**src/rtl/seg7_scan_controller.sv**
```systemverilog
// rtl/seg7_scan_controller.sv - time-multiplexed scan controller for common-cathode 7-segment digits
//
// Purpose:
//   Holds a packed hex value and lights one digit at a time on a shared
//   segment bus. Each digit stays lit for DWELL cycles. Between digits all
//   digits are dark for BLANK cycles. New values are committed only while
//   idle or at a frame boundary, so a frame never mixes old and new digits.
//
// Optional build macro:
//   SEG7_LEADING_ZERO_BLANK_EN - when defined, blanks leading zero digits.
//   Digit 0 is always shown.
//
// Parameters:
//   DIGITS - number of digits scanned (1..8)
//   DWELL  - clk cycles each digit is lit (>= 1)
//   BLANK  - clk cycles all digits are dark between digits (>= 0)
//
// Ports:
//   i_clk          system clock, rising edge
//   i_rst          synchronous reset, active-high
//   i_en           scan enable; 0 blanks the display and parks the scan
//   i_load         one-cycle strobe that captures i_value
//   i_value        packed nibbles; i_value[3:0] is digit 0 (rightmost)
//   o_seg          segments {a,b,c,d,e,f,g}; 1 = lit
//   o_dig_n        active-low digit selects; o_dig_n[i] drives digit i
//   o_frame_done   one-cycle pulse marking the end of each full frame

module seg7_scan_controller #(
  parameter int DIGITS = 4,
  parameter int DWELL  = 50000,
  parameter int BLANK  = 500
) (
  input  logic                  i_clk,
  input  logic                  i_rst,
  input  logic                  i_en,
  input  logic                  i_load,
  input  logic [4*DIGITS-1:0]   i_value,
  output logic [6:0]            o_seg,
  output logic [DIGITS-1:0]     o_dig_n,
  output logic                  o_frame_done
);

  localparam int IW = (DIGITS > 1) ? $clog2(DIGITS) : 1;
  localparam int CW = $clog2(DWELL + BLANK + 1);

  localparam logic [IW-1:0] IDX_LAST   = IW'(DIGITS - 1);
  localparam logic [CW-1:0] DWELL_LAST = CW'(DWELL - 1);
  localparam logic [CW-1:0] BLANK_LAST = CW'((BLANK > 0) ? (BLANK - 1) : 0);

  typedef enum logic [1:0] {
    ST_IDLE  = 2'd0,
    ST_SHOW  = 2'd1,
    ST_BLANK = 2'd2
  } state_t;

  state_t              r_state;
  logic [IW-1:0]       r_idx;
  logic [CW-1:0]       r_cnt;
  logic [4*DIGITS-1:0] r_shadow;
  logic [4*DIGITS-1:0] r_pending;
  logic                r_pending_valid;

  state_t              w_state;
  logic [IW-1:0]       w_idx;
  logic [CW-1:0]       w_cnt;
  logic                w_frame;
  logic                w_commit;
  logic [IW-1:0]       w_idx_next;
  logic [4*DIGITS-1:0] w_shadow;
  logic [4*DIGITS-1:0] w_pending;
  logic                w_pending_valid;
  logic [6:0]          w_seg;
  logic [DIGITS-1:0]   w_dig_n;

  // Hex nibble to {a,b,c,d,e,f,g}
  function automatic logic [6:0] decode(input logic [3:0] n);
    case (n)
      4'h0: decode = 7'b1111110;
      4'h1: decode = 7'b0110000;
      4'h2: decode = 7'b1101101;
      4'h3: decode = 7'b1111001;
      4'h4: decode = 7'b0110011;
      4'h5: decode = 7'b1011011;
      4'h6: decode = 7'b1011111;
      4'h7: decode = 7'b1110000;
      4'h8: decode = 7'b1111111;
      4'h9: decode = 7'b1111011;
      4'hA: decode = 7'b1110111;
      4'hB: decode = 7'b0011111;
      4'hC: decode = 7'b1001110;
      4'hD: decode = 7'b0111101;
      4'hE: decode = 7'b1001111;
      default: decode = 7'b1000111;
    endcase
  endfunction

  function automatic logic [3:0] nibble(input logic [4*DIGITS-1:0] v,
                                        input logic [IW-1:0] i);
    nibble = 4'h0;
    for (int k = 0; k < DIGITS; k++) begin
      if (i == IW'(k)) nibble = v[4*k +: 4];
    end
  endfunction

  function automatic logic [DIGITS-1:0] select_n(input logic [IW-1:0] i);
    for (int k = 0; k < DIGITS; k++) begin
      select_n[k] = (i != IW'(k));
    end
  endfunction

  // True when digit i and every more-significant digit hold zero.
  // Digit 0 never counts as a leading zero.
  function automatic logic leading_zero(input logic [4*DIGITS-1:0] v,
                                        input logic [IW-1:0] i);
    logic zero_above;
    zero_above = 1'b1;
    for (int k = 0; k < DIGITS; k++) begin
      if ((IW'(k) >= i) && (v[4*k +: 4] != 4'h0)) zero_above = 1'b0;
    end
    leading_zero = zero_above && (i != '0);
  endfunction

  assign w_idx_next = (r_idx == IDX_LAST) ? '0 : r_idx + 1'b1;

  // Next scan position. The frame boundary is the advance out of the last digit.
  always_comb begin
    w_state = r_state;
    w_idx   = r_idx;
    w_cnt   = r_cnt;
    w_frame = 1'b0;
    if (!i_en) begin
      w_state = ST_IDLE;
      w_idx   = '0;
      w_cnt   = '0;
    end else begin
      case (r_state)
        ST_IDLE: begin
          w_state = ST_SHOW;
          w_idx   = '0;
          w_cnt   = '0;
        end
        ST_SHOW: begin
          if (r_cnt == DWELL_LAST) begin
            w_cnt = '0;
            if (BLANK == 0) begin
              w_state = ST_SHOW;
              w_idx   = w_idx_next;
              w_frame = (r_idx == IDX_LAST);
            end else begin
              w_state = ST_BLANK;
            end
          end else begin
            w_cnt = r_cnt + 1'b1;
          end
        end
        ST_BLANK: begin
          if (r_cnt == BLANK_LAST) begin
            w_state = ST_SHOW;
            w_idx   = w_idx_next;
            w_cnt   = '0;
            w_frame = (r_idx == IDX_LAST);
          end else begin
            w_cnt = r_cnt + 1'b1;
          end
        end
        default: begin
          w_state = ST_IDLE;
          w_idx   = '0;
          w_cnt   = '0;
        end
      endcase
    end
  end

  // Load path. A load on a commit edge bypasses pending and lands in
  // shadow directly, so the value appears in the very next frame.
  always_comb begin
    w_commit        = (r_state == ST_IDLE) || w_frame;
    w_shadow        = r_shadow;
    w_pending       = r_pending;
    w_pending_valid = r_pending_valid;
    if (w_commit) begin
      if (i_load) begin
        w_shadow  = i_value;
        w_pending = i_value;
      end else if (r_pending_valid) begin
        w_shadow = r_pending;
      end
      w_pending_valid = 1'b0;
    end else if (i_load) begin
      w_pending       = i_value;
      w_pending_valid = 1'b1;
    end
  end

  // Outputs come from the next state, index and shadow. This keeps the
  // digit select and its segment pattern in step on every edge.
  always_comb begin
    w_seg   = 7'b0000000;
    w_dig_n = '1;
    if (w_state == ST_SHOW) begin
      w_dig_n = select_n(w_idx);
`ifdef SEG7_LEADING_ZERO_BLANK_EN
      w_seg = leading_zero(w_shadow, w_idx) ? 7'b0000000
                                             : decode(nibble(w_shadow, w_idx));
`else
      w_seg = decode(nibble(w_shadow, w_idx));
`endif
    end
  end

`ifndef SEG7_LEADING_ZERO_BLANK_EN
  // The helper is only needed when blanking is built in.
  logic w_lz_unused;
  assign w_lz_unused = leading_zero(w_shadow, w_idx);
`endif

  always_ff @(posedge i_clk) begin
    if (i_rst) begin
      r_state         <= ST_IDLE;
      r_idx           <= '0;
      r_cnt           <= '0;
      r_shadow        <= '0;
      r_pending       <= '0;
      r_pending_valid <= 1'b0;
      o_seg           <= 7'b0000000;
      o_dig_n         <= '1;
      o_frame_done    <= 1'b0;
    end else begin
      r_state         <= w_state;
      r_idx           <= w_idx;
      r_cnt           <= w_cnt;
      r_shadow        <= w_shadow;
      r_pending       <= w_pending;
      r_pending_valid <= w_pending_valid;
      o_seg           <= w_seg;
      o_dig_n         <= w_dig_n;
      o_frame_done    <= w_frame;
    end
  end

endmodule

```
**config.mk**
```make
export PLATFORM = sky130hd
export DESIGN_NAME = seg7_scan_controller
export DESIGN_NICKNAME = d
export VERILOG_FILES = /design/src/rtl/seg7_scan_controller.sv
export SDC_FILE = /design/constraint.sdc
export NUM_CORES = 1
export LEC_CHECK = 0
export BUFFER_PORTS_ARGS = -buffer_cell sky130_fd_sc_hd__buf_2
export CORE_ASPECT_RATIO = 2
export CORE_UTILIZATION = 45
export DETAILED_ROUTE_END_ITERATION = 8
export SLEW_MARGIN = 0
export SYNTH_ARGS = -nofsm -noshare
export SYNTH_HDL_FRONTEND = slang
export SYNTH_SLANG_ARGS = --single-unit
```
**constraint.sdc**
```tcl
create_clock -name i_clk -period 3.8 [get_ports i_clk]
set_clock_uncertainty 0.05 [all_clocks]
set_input_delay 0.38 -clock i_clk [delete_from_list [all_inputs] [get_ports i_clk]]
set_output_delay 0.38 -clock i_clk [all_outputs]
set_load 0.02 [all_outputs]
```
==> qor.yml <==
outcome:
  status: "finished, final reports clean"
sta:
  timing.final.crit_period_ns: 3.56
  maxSlewViolCount: 0
  setup_tns_ns: 0
  min_period_over_period: 0.936
  final-setup-viol-count: 0
  max_slew_margin: 0.491
  tightest_slew_ns: 0.763
  fmaxAchievable_ghz: 0.281
  hold_viol: 0
  rsz0062_at_grt: "false"
critical_path:
  path_max_fanout: 7
  rrSetupSlack_ns: 0.24
  reg2regPathDepth: 12
  critPathKind: "flop to flop"
  reg2reg_from: "r_cnt[0]"
  rr_endpoint: "o_seg[0]"
  required_ns: 3.99
  worst_ep_arrival_time_ns: 3.75
  cp-start-kind: "flop"
  cp-end-kind: "flop"
drt:
  first_iter_violations: 179
  drt_wl_total_mm: 9.16
  vias: 3236
  drtAntennaViolNets: 0
  dr.pass1.iters: 4
  drc_errors: 0
  viasPerCell: 5.78
  wl_per_cell_microns: 16.4
floorplanning:
  start_util: 0.467
  die_y_microns: 128
  ios: 32
  rows: 45
  dieArea_sq_um: 8340
  die_x_microns: 65.1
  core-area_sq_um: 7660
placed_design:
  gp_congestion: 0.812
  dpl.cell_count: 545
  io_buffers: 31
  dp_hpwl_mm: 6.60
global_routing:
  antenna_found_initial: 0
  grt_usage: 0.235
  grt_pass1_wl_mm: 14.9
  grt_pass1_vias: 3219
  grt_max_degree: 44
  grt_overflow: 0
yosys:
  synth_edf_count: 0
  synth_cells: 431
  syn-num-nets: 464
  ys_ff_latch: 65
  synth_area_leaders: "dfxtp_1 (36%), mux2i_1 (7.5%), nor2_1 (7.3%), ha_1 (4.5%), nand2_1 (3.5%)"
  synthDistinctLibCells: 59
  yosysMostFrequentCell: "nor2_1"
  synth-async-reset-ratio: 0
  synth_top_area_share: 0.364
  yosys_warnings: 0
  ys.flop_type: "dfxtp_1"
  synth_common_cells: "nor2_1 (70), dfxtp_1 (65), nand2_1 (33)"
  yosysSeqAreaShare: 0.364
  synth_top_cell_by_area: "dfxtp_1"
  synth_area_sq_um: 3580
  syn_avg_cell_area_sq_um: 8.31
clock_tree:
  cts_setup_buffers: 0
  htreeDepth: 3
  clk_pin_slew_ns: 0.05
  clk_latency_ns: 0.33
  clkSinkCount: 65
  ctsResizeCount: 0
  cts_root_buf: "clkbuf_16"
  cts_max_path_buffers: 2
  cts_hold_buf: 0
  numCtsBuffers: 9
  cts_tree: "done"
final_layout:
  layout.nets: 495
  drive_above_1_share: 0.152
  diodes: 0
  fin_cells: 560
  fillers: 771
  area_delta_synth_final_pct: 15.6
power:
  ir_worst_vdd_mv: 0.319
  total_power_mw: 1.75
  powerDensity_nw_per_um2: 423
  power_leakage_nw: 1.65
worst_hold_path:
  min_to: "r_pending[6]"
  min_from: "i_value[6]"
  hold_depth: 3
  holdCritPathClass: "primary input to flop"
flow_run:
  drv_cap: 0
-- registers in the layout (all words and copies together), names as in the netlist --
register	cells
o_dig_n	4
o_frame_done	1
o_seg	7
r_cnt	16
r_idx	2
r_pending	16
r_pending_valid	1
r_shadow	16
r_state	2
-- metal layers --
metal | routed length [microns] | part of all wire | track usage | vias to the layer above
li1 | - | - | - | 1618
met1 | 3600 | 0.39 | 0.232 | 1527
met2 | 4960 | 0.54 | 0.442 | 74
met3 | 264 | 0.029 | 0.0454 | 17
met4 | 333 | 0.036 | 0.128 | 0
met5 | 0 | 0 | 0 | -
-- layout by cell type (no fill, tap or decap), drive strengths merged, types with 7 or more instances in the layout --
master  instances
a22o            7
nand2          33
dfxtp          65
o21ai          15
clkbuf         13
mux2i          27
nand3          10
buf            44
a21oi          24
nor2           71
xnor2           8
o22ai          18
nor3            9
nor2b          13
ha             13
inv            14
-- metrics by stage --
stage / cell area [sq um] / setup slack (ns) / hold WS [ns] / util
2_1_floorplan: 3580 / 0.391 / 0.368 / -
3_3_place_gp: 3850 / 0.259 / 0.379 / 0.503
3_5_place_dp: 3850 / 0.256 / 0.393 / 0.503
4_1_cts: 4140 / 0.238 / 0.247 / 0.540
5_1_grt: 4140 / 0.0251 / 0.263 / 0.540
6_report: 4140 / 0.242 / 0.257 / 0.540
-- kinds of logic after synthesis --
logic type | Yosys count | synth area share
flops | 65 | 0.364
xor+xnor | 13 | 0.0318
simple gates | 171 | 0.239
fa+ha+maj | 13 | 0.0454
mux | 29 | 0.0828
compound gates | 102 | 0.195
buf+inv | 38 | 0.0416
-- worst max-delay path, stage by stage, from the launching register on --
cell and delay (ns):
dfxtp_1 0.35, ha_1 0.22, or4b_4 0.53, nor4_4 0.42, mux2_4 0.35, and2_1 0.24, nor2_1 0.18, a22o_1 0.15
a221o_1 0.16, inv_1 0.09, ha_1 0.23, mux2_2 0.28, a221oi_2 0.21
-- how the worst max path moves through the flow --
stage	from	end	slack [ns]	cells after the start
finish	r_cnt[0]	o_seg[0]	0.24	12
global placement	r_cnt[0]	o_seg[0]	0.26	12
floorplan	r_cnt[0]	o_seg[5]	0.39	13
global route	r_cnt[0]	o_seg[0]	0.03	11
CTS	r_cnt[0]	o_seg[0]	0.24	12
detailed placement	r_cnt[0]	o_seg[5]	0.26	12
-- final cells by class --
type,instances,area (sq um),share of cell area
timing repair buffer,44,253,0.0611
clock inverter,2,12.5,0.00302
tap,94,118,0.0284
inverter,14,52.6,0.0127
clock buffer,13,270,0.0653
sequential,65,1300,0.315
multi-input combinational,328,2130,0.515
-- where the power goes --
part	switching (mW)	internal (mW)	total [mW]	leakage, nW
Clock	0.284	0.490	0.773	0.138
Sequential	0.0186	0.714	0.733	0.532
Combinational	0.142	0.103	0.245	0.985
Note: power is estimated with default switching activity, not from simulation.
